`config.mk`:
```
export PLATFORM = sky130hd
export DESIGN_NAME = md_issue_ctrl
export DESIGN_NICKNAME = d
export VERILOG_FILES = /design/src/rtl/md_issue_ctrl.sv
export SDC_FILE = /design/constraint.sdc
export NUM_CORES = 1
export LEC_CHECK = 0
export ABC_CLOCK_PERIOD_IN_PS = 2050
export CAP_MARGIN = 20
export CORE_AREA = 5 5 42 44
export DETAILED_ROUTE_END_ITERATION = 10
export DIE_AREA = 0 0 47 49
export GPL_TIMING_DRIVEN = 0
export MAX_ROUTING_LAYER = met4
export PLACE_DENSITY = 0.79
export SYNTH_ARGS = -nofsm -noshare
export SYNTH_HDL_FRONTEND = slang
export SYNTH_SLANG_ARGS = --single-unit
```
`constraint.sdc`:
```
create_clock -name clk -period 2.05 [get_ports clk]
set_clock_uncertainty 0.15 [all_clocks]
set_input_delay 0.3075 -clock clk [delete_from_list [all_inputs] [get_ports clk]]
set_output_delay 0.3075 -clock clk [all_outputs]
set_load 0.05 [all_outputs]
```
`src/rtl/md_issue_ctrl.sv`:
```
// md_issue_ctrl: issue control and pipeline interlock for the mult/div unit.
// Counts the nominal unit latency, then waits on the unit's own busy flag.
module md_issue_ctrl #(
  parameter int unsigned MUL_LAT = 5,
  parameter int unsigned DIV_LAT = 10
) (
  input  logic       clk,
  input  logic       reset,
  input  logic       e_valid,
  input  logic [3:0] e_op,
  input  logic       d_is_md,
  input  logic       md_busy,
  output logic [3:0] md_op,
  output logic       md_start,
  output logic       stall,
  output logic [3:0] busy_cnt,
  output logic       err
);

  typedef enum logic [1:0] {
    IDLE,
    RUN,
    DRAIN
  } state_t;

  localparam logic [3:0] MUL_CNT = 4'(MUL_LAT);
  localparam logic [3:0] DIV_CNT = 4'(DIV_LAT);

  state_t     state;
  state_t     state_nx;
  logic [3:0] cnt_nx;
  logic       err_nx;
  logic       is_md;
  logic       is_mul;
  logic       is_div;
  logic       idle;
  logic       issue_ok;

  always_comb begin
    is_mul = 1'b0;
    is_div = 1'b0;
    unique case (1'b1)
      (e_op inside {4'd1, 4'd2}): is_mul = 1'b1;
      (e_op inside {4'd3, 4'd4}): is_div = 1'b1;
      default: ;
    endcase
    is_md = e_op inside {[4'd1:4'd8]};
  end

  assign idle     = (state == IDLE);
  assign issue_ok = e_valid & is_md & idle;
  assign md_op    = issue_ok ? e_op : 4'd0;
  // No start pulse may escape while reset is held low.
  assign md_start = issue_ok & (is_mul | is_div) & reset;
  assign stall    = d_is_md & (md_start | ~idle | md_busy);

  always_comb begin
    state_nx = state;
    cnt_nx   = busy_cnt;
    err_nx   = err | (e_valid & is_md & ~idle);
    unique case (state)
      IDLE: begin
        if (md_start) begin
          state_nx = RUN;
          cnt_nx   = is_mul ? MUL_CNT : DIV_CNT;
        end
      end
      RUN: begin
        if (busy_cnt <= 4'd1) begin
          cnt_nx   = 4'd0;
          state_nx = md_busy ? DRAIN : IDLE;
        end else begin
          cnt_nx = busy_cnt - 4'd1;
        end
      end
      DRAIN: begin
        cnt_nx = 4'd0;
        if (!md_busy) state_nx = IDLE;
      end
      default: begin
        state_nx = IDLE;
        cnt_nx   = 4'd0;
      end
    endcase
  end

  always_ff @(posedge clk or negedge reset) begin
    if (!reset) begin
      state    <= IDLE;
      busy_cnt <= 4'd0;
      err      <= 1'b0;
    end else begin
      state    <= state_nx;
      busy_cnt <= cnt_nx;
      err      <= err_nx;
    end
  end

endmodule

```
## Yosys cells after proc, flatten, opt, wreduce, memory -nomap -nowiden

Cells that the tools add are included.

| word-level totals | value |
|---|---|
| register bits after elaboration | 7 |
| input bits | 9 |
| output and inout bits | 11 |

| cells by class | value |
|---|---|
| add/sub/neg operators | 1 |
| magnitude comparators | 3 |
| eq/ne operators | 9 |
| mux-type cells | 12 |
| bitwise logic cells | 11 |
| reduce and logical (&&, ||, !) cells | 5 |

Operator list:

| kind | count |
|---|---|
| 2-to-1 mux 4 bit | 4 |
| == test 4 x 2 -> 1 bit, second input constant | 2 |
| 2-to-1 mux 2 bit | 4 |
| one-hot mux 4 bit (2 select lines) | 1 |
| bitwise AND 1 bit | 6 |
| != test 2 bit, second input constant | 3 |
| one-hot mux 2 bit (3 select lines) | 1 |
| == test 4 x 1 -> 1 bit, second input constant | 1 |
| == test 4 x 3 -> 1 bit, second input constant | 1 |
| greater-or-equal comparator 4 x 1 -> 1 bit, second input constant | 1 |
| less-or-equal comparator 4 x 1 -> 1 bit, second input constant | 1 |
| less-or-equal comparator 4 bit, second input constant | 1 |
| OR 1 bit | 4 |
| nonzero test 2 bit | 2 |
| subtractor 4 x 1 -> 4 bit, second input constant | 1 |
| AND reduction 3 bit | 1 |
| == test 2 x 1 -> 1 bit, second input constant | 1 |
| == test 2 bit, second input constant | 1 |
| zero test 2 bit | 1 |
| 2-to-1 mux 1 bit | 2 |
| logical AND 1 bit | 1 |
| NOT 1 bit | 1 |

## Longest topological paths before layout

Gate-level depths: netlist of run 1.

| logic depth | value |
|---|---|
| word-level depth | 9 |
| mapped depth | 6 |
| gate-level depth less buffers | 6 |

## Worst setup path before layout of run 1

OpenSTA, ideal clock, no wires.

| timing | value |
|---|---|
| path type | register to output |
| start point | register state[0] |
| end point | output md_start |
| data arrival time | 1.463 ns |
| required time | 1.592 ns |
| path slack | 0.130 ns |
| stages on the path, launching flop included | 4 |
| cells stage by stage | dfrtp_1 -> or2_2 -> buf_2 -> nor2_1 |

| between the ends | value |
|---|---|
| word-level cells in the longest chain between the ends | 4 |

Ends and longest elaborated chain:

| element | line | RTL |
|---|---|---|
| start: declaration | 29 | `state_t state;` |
| start signal: assignment | 93 | `state <= state_nx;` |
| zero test 2 bit | 50 | `assign idle = (state == IDLE);` |
| bitwise AND 1 bit | 51 | `assign issue_ok = e_valid & is_md & idle;` |
| bitwise AND 1 bit (2 in a row) | 54 | `assign md_start = issue_ok & (is_mul \| is_div) & reset;` |
| end: declaration | 14 | `output logic md_start,` |

No other way between the ends.

## Worst setup path after layout of run 1

| timing | value |
|---|---|
| start point | register busy_cnt[0] |
| end point | output busy_cnt[0] |

RTL lines:

| element | line | RTL |
|---|---|---|
| start: declaration | 16 | `output logic [3:0] busy_cnt,` |
| start signal: assignment | 94 | `busy_cnt <= cnt_nx;` |

No word-level cell between the ends.

==> results.md, run 1 <==
* Status: finished clean
* Power Internal at between 0.5 and 0.6 mW
* Die Height at just under 50 um
* Starting Density at 0.3643
* Worst hold start: err
* WP data arrival at roughly 1.5 ns
* Most frequent cells in the layout: dfrtp_1, clkdlybuf4s50_1, dlygate4sd2_1
* Area of the multi-input gates at between 300 and 400 um^2
* Nets at 87
* Crit path max fanout at 7
* Yosys reg bits at 7
* Part of the power in registers at 0.264
* IO Port Bufs at 19
* Avg Inst Size Synth at 10.01 um^2
* Most common cell after layout, fill and taps aside: dfrtp_1
* Routability congestion estimate at between 0.7 and 0.8
* Total grt overflow at 0
* Clk_lat worst skew at between 0.2 and 0.3 ns
* Largest family of logic cells by synthesized area: simple AND/OR/NAND/NOR gates
* Max_cap viols at 0
* Crit path cell chain: clkdlybuf4s50_1
* # setup viols final at 0
* Worst setup path startpoint: busy_cnt[0]
* DRC at 0
* Antenna viol nets, final at 0
* Fin crit period at 1.976 ns
* Routed WL per cell at approximately 14 um
* Compound-cell area share of the yosys netlist at 0.1789
* Worst stage delay on the critical path at ~0.84 ns
* Sequential area share after synthesis at 0.3431
* Worst setup margin at approximately 0.074 ns
* H-Tree Level Count at 1
* Fillers at about 130
* Starting DRT DRC Count at 6
* Clk root buf: clkbuf_4
* Sw Share at 0.5057
* DP Worst Slack at -0.8820 ns
* Pleak at 0.3532 nW
* # clock sinks at 7
* CTS Buf Count at 3
* Crit share post-route at 0.9641
* Global Route Usage Sum at 0.1295
* Post-Synth XOR/XNOR Area at 0.03431
* Post-Synth Simple-Gate Area at 0.3701
* Worst R2R Start: busy_cnt[1]
* Crit path launch type: flip-flop
* Vias in the first global route at around 470
* Final Hold Fails at 0
* Post-Synth Adder-Cell Area at 0.04902
* RSZ-0062 raised after global routing: no
* Io pins at 20
* 1st-pass router iterations at 3
* CTS tree: done
* Clock share of power at 0.118
* Post-CTS Setup Inserts at 0
* Clock-pin slew on the worst setup and hold paths at approximately 0.06 ns
* Worst-Margin Slew at about 0.5 ns
* Slew headroom at 0.6619
* Diodes inserted at 0
* Setup TNS at 0 ns
* DIE WIDTH at between 40 and 50 um
* CTS Buffer Depth at 2
* Syn Inst Count at 51
* Routed vias at 499
* Crit path kind: reg2out
* Slowest-stage cell, CP: clkdlybuf4s50_1
* DR vias/cell at approximately 5.5
* Ratio of cells with drive above 1 in the final layout at 0.2933
* Synth cell types at 31
* Sw power at 0.5249 mW
* Die area at roughly 2300 um^2
* Largest net degree at the start of global routing at 9
* Area growth syn-to-layout at 47.79%
* Max-slew violation count at 0
* DP Wirelength at around 1 mm
* Core area at between 1000 and 1500 um^2
* YS warnings at 0
* Power per cell area at around 1400 nW/um^2
* Worst Hold Class: reg2reg
* Global-route wire length before repair at 2.104 mm
* CP delay by family, top: buffers and inverters
* Total Wirelength at 1.263 mm
* Crit path buf inv count at 1
* CP required at around 1.6 ns
* CP endpoint kind: output pin
* Post-synthesis net count at between 60 and 70
* Logic pwr share at 0.618
* Rows at 14
* Maximum VDD drop at about 0.63 mV
* Register Area at 175.2 um^2
* Post-synthesis instance area at between 500 and 600 um^2
* Initial antenna violation count at 0
* Mux cell area share after synthesis at 0
* FMAX at 506.0 MHz
## timing repair
action	in CTS	in global routing
gates resized for setup	42	2
hold endpoints to repair	7	0
endpoints found under the setup margin	6	2
hold buffers	1	0
cloned	0	0
## stage by stage
step           instance area (um^2)  hold WS [ns]  total power [mW]  instances  utilization
5_1_grt                       754.5        0.3395             1.113         91       0.5384
6_report                      754.5        0.3195             1.038         91       0.5384
3_5_place_dp                  720.7        0.3091            0.9080         86       0.5143
4_1_cts                       749.5        0.3225             1.048         91       0.5348
3_3_place_gp                  720.7        0.3004            0.8974         86       0.5143
2_1_floorplan                 510.5       -0.1381            0.7042         51            -
## cell families after synthesis
kind of cell / count (synthesis)
adder cells (fa/ha/maj): 2
XOR/XNOR: 2
AND/OR/NAND/NOR: 24
AO/OA/AOI/OAI: 13
flip-flops: 7
buffers and inverters: 3
## path summary, 6_finish.rpt
path / slack, ns / cells past startpoint / endpoint
max: 0.07 / 1 / busy_cnt[0]
max reg2reg: 0.29 / 6 / busy_cnt[3]
max in group asynchronous: 1.01 / 2 / busy_cnt[3]
min reg2reg: 0.32 / 1 / err
min: 0.32 / 1 / err
min in group asynchronous: 0.49 / 2 / busy_cnt[1]
## registers in the layout, indices dropped and copies added (netlist names)
register  flops
busy_cnt      4
err           1
state         2
## power groups by stage
stage	clock network (mW)	registers (mW)	logic (mW)
after floorplan	0	0.394	0.310
after global placement	0	0.263	0.635
after detailed placement	0	0.268	0.640
after CTS	0.126	0.275	0.647
after global routing	0.136	0.287	0.689
final	0.123	0.274	0.641
## area by class of cell
cell class,count,area share
tap,16,0.02653
multi-input combinational,41,0.4395
clock inverter,1,0.006633
clock buffer,3,0.02985
sequential,7,0.2322
timing repair buffer,20,0.2488
buffer,1,0.006633
inverter,2,0.009950
## synthesized netlist by cell type
library cell  number  area share
dfrtp_1            7        0.34
a21oi_1            3       0.029
nor2_1             3       0.022
nor2b_1            3       0.037
and4_1             2       0.034
and4_2             2       0.039
ha_1               2       0.049
inv_1              2       0.015
nand2_1            2       0.015
o21a_1             2       0.029
o22ai_1            2       0.025
xnor2_1            2       0.034
a311o_1            1       0.020
a31o_2             1       0.017
and3b_1            1       0.017
buf_2              1      0.0098
nand3_1            1      0.0098
nand3b_1           1       0.015
nand3b_4           1       0.039
nand4_1            1       0.012
nand4b_1           1       0.017
nor3_1             1      0.0098
nor3_2             1       0.020
nor3_4             1       0.032
nor3b_2            1       0.025
o21ai_0            1      0.0098
o21ai_1            1      0.0098
o31ai_1            1       0.015
o31ai_2            1       0.025
or2_2              1       0.012
or4_1              1       0.015
## routing by layer
metal  GRT usage  vias to the layer above  share of wire
li1            -                      248              -
met1      0.1419                      235           0.40
met2      0.2149                       14           0.54
met3     0.04059                        2          0.057
met4     0.04147                        0         0.0071
met5           -                        -              0
Power figures use the tool's default switching activity.
==> inputs of run 2 (changes only) <==
Settings changed: CORE_AREA 5 5 42 44 to 2 2 39 41, DIE_AREA 0 0 47 49 to 0 0 41 43, PLACE_DENSITY 0.79 to 0.72.
==> run 2 against run 1 <==
  * Combinational power fell by 2%
  * Critical endpoint is now busy_cnt[3]
  * Sequential share of layout area grew 0.16 points
  * Register-to-register slack about the same
  * Maximum frequency down 0.44%
  * Final cell count stayed put
  * Utilization rose by 0.32 points
  * Non-clock buffer count unchanged
  * Largest cell class unchanged
==> results.md, run 2 (synthesis gave the netlist of run 1 again) <==
* Status: finished clean (unchanged)
* IO Port Bufs at 19 (unchanged)
* Slew headroom at 0.6615 (was 0.6619)
* Crit share post-route at 0.9684 (was 0.9641)
* Die area at 1763 um^2 (was 2303 um^2)
* # setup viols final at 0 (unchanged)
* Worst Hold Class: reg2reg (unchanged)
* Global Route Usage Sum at 0.1793 (was 0.1295)
* Area growth syn-to-layout at 46.81% (was 47.79%)
* Placed inst area at 720.7 um^2 (unchanged)
* H-Tree Level Count at 1 (unchanged)
* DRC at 0 (unchanged)
* Routed vias at 486 (was 499)
* Worst setup margin at 0.06471 ns (was 0.07354 ns)
* DIE WIDTH at 41 um (was 47 um)
* Io pins at 20 (unchanged)
* FMAX at 503.7 MHz (was 506.0 MHz)
* Final Hold Fails at 0 (unchanged)
* CTS Buffer Depth at 2 (unchanged)
* RSZ-0062 raised after global routing: no (unchanged)
* Final instance area at 749.5 um^2 (was 754.5 um^2)
* Setup TNS at 0 ns (unchanged)
* Initial antenna violation count at 0 (unchanged)
* Core area at 1384 um^2 (was 1401 um^2)
* Rows at 14 (unchanged)
* Pleak at 0.3641 nW (was 0.3532 nW)
* Post-CTS Setup Inserts at 0 (unchanged)
* Most common cell after layout, fill and taps aside: dfrtp_1 (unchanged)
* Grt met3 use at 0.01571 (was 0.04059)
* Starting Density at 0.3689 (was 0.3643)
* Total Wirelength at 1.152 mm (was 1.263 mm)
* Routability congestion estimate at 0.6945 (was 0.7626)
* Slowest-stage cell, CP: clkdlybuf4s50_1 (unchanged)
* Total grt overflow at 0 (unchanged)
* Maximum VDD drop at 0.6573 mV (was 0.6299 mV)
* Max_cap viols at 0 (unchanged)
* Crit path cell chain: clkdlybuf4s50_1 (unchanged)
* Dpl cells at 86 (unchanged)
* CP delay by family, top: buffers and inverters (unchanged)
* Total power at 1.027 mW (was 1.038 mW)
* Ratio of cells with drive above 1 in the final layout at 0.2800 (was 0.2933)
* Crit path kind: reg2out (unchanged)
* CP required at 1.59 ns (about the same)
* Die Height at 43 um (was 49 um)
* Global-route wire length before repair at 2.063 mm (was 2.104 mm)
* Non-Filler Instances at 91 (unchanged)
* Crit path buf inv count at 1 (unchanged)
* Nets at 87 (unchanged)
* Max-slew violation count at 0 (unchanged)
* CTS Buf Count at 3 (unchanged)
* # clock sinks at 7 (unchanged)
* Biggest regs: busy_cnt (4), state (2), err (1) (unchanged)
* CP endpoint kind: output pin (unchanged)
* Routing usage on met2 at 0.2719 (was 0.2149)
* Max reg flops at 4 (unchanged)
* Crit path max fanout at 6 (was 7)
* WP data arrival at 1.53 ns (was 1.52 ns)
* GR Util met1 at 0.2039 (was 0.1419)
* DP Worst Slack at -0.8564 ns (was -0.8820 ns)
* Power per cell area at 1370 nW/um^2 (was 1376 nW/um^2)
* Antenna viol nets, final at 0 (unchanged)
* Clock-pin slew on the worst setup and hold paths at 0.05 ns (was 0.06 ns)
* Clk_lat worst skew at 0.25 ns (about the same)
* 1st-pass router iterations at 4 (was 3)
* Vias in the first global route at 502 (was 465)
* Most frequent cells in the layout: dfrtp_1, dlygate4sd2_1, clkdlybuf4s50_1 (was dfrtp_1, clkdlybuf4s50_1, dlygate4sd2_1)
* Crit path launch type: flip-flop (unchanged)
* Worst stage delay on the critical path at 0.84 ns (about the same)
* Worst-Margin Slew at 0.5061 ns (was 0.5063 ns)
* DR vias/cell at 5.341 (was 5.484)
* Largest net degree at the start of global routing at 9 (unchanged)
* Starting DRT DRC Count at 7 (was 6)
* Top Usage Layer GRT: met2 (unchanged)
* Diodes inserted at 0 (unchanged)
* Routed WL per cell at 12.66 um (was 13.88 um)
* CTS tree: done (unchanged)
* DP Wirelength at 863 um (was 1.019 mm)
* Largest reg by FF count: busy_cnt (unchanged)
* Fin crit period at 1.985 ns (was 1.976 ns)
* Clk root buf: clkbuf_4 (unchanged)
run 2: cell types whose count changed in the layout (fill, tap and decap cells not counted), sizes merged:
cell / before / now
clkdlybuf4s50: 6 / 5
clkinv: 1 / 0
dlymetal6s2s: 1 / 2
buf: 5 / 6
run 2: power breakdown:
group | total, mW | switching [mW] | internal, mW
registers | 0.274 | 0.0762 | 0.198
logic | 0.628 | 0.388 | 0.240
clock network | 0.125 | 0.0509 | 0.0743
run 2: worst paths after layout:
| path | start | end | slack (ns) | cells past startpoint |
|---|---|---|---|---|
| setup / recovery | busy_cnt[3] | busy_cnt[3] | 0.06 | 1 |
| setup reg to reg | busy_cnt[0] | busy_cnt[3] | 0.30 | 6 |
| min in group asynchronous | reset | state[1] | 0.53 | 2 |
| max in group asynchronous | reset | busy_cnt[2] | 0.96 | 2 |
| hold reg to reg | err | err | 0.32 | 1 |
| hold / removal | err | err | 0.32 | 1 |
run 2: cell type report:
type                       count  area (um^2)
inverter                       2        7.507
multi-input combinational     41        331.6
tap                           16        20.02
timing repair buffer          20        183.9
sequential                     7        175.2
fill                         149        634.4
buffer                         1        5.005
clock buffer                   4        26.28
run 2: layer usage:
layer	up-vias	share of wire
li1	243	-
met1	225	0.44
met2	16	0.50
met3	2	0.046
met4	0	0.015
met5	-	0
run 2: timing repair:
action,in CTS,in global routing
hold buffers,1,0
endpoints found under the setup margin,6,3
hold endpoints to repair,7,0
resized for setup,40,3
pin swaps,1,0
run 2: metrics by stage:
step	hold WS, ns	util
detailed placement	0.3162	0.5208
CTS	0.3281	0.5344
floorplan	-0.1381	-
global placement	0.3025	0.5208
finish	0.3232	0.5416
global route	0.3681	0.5416
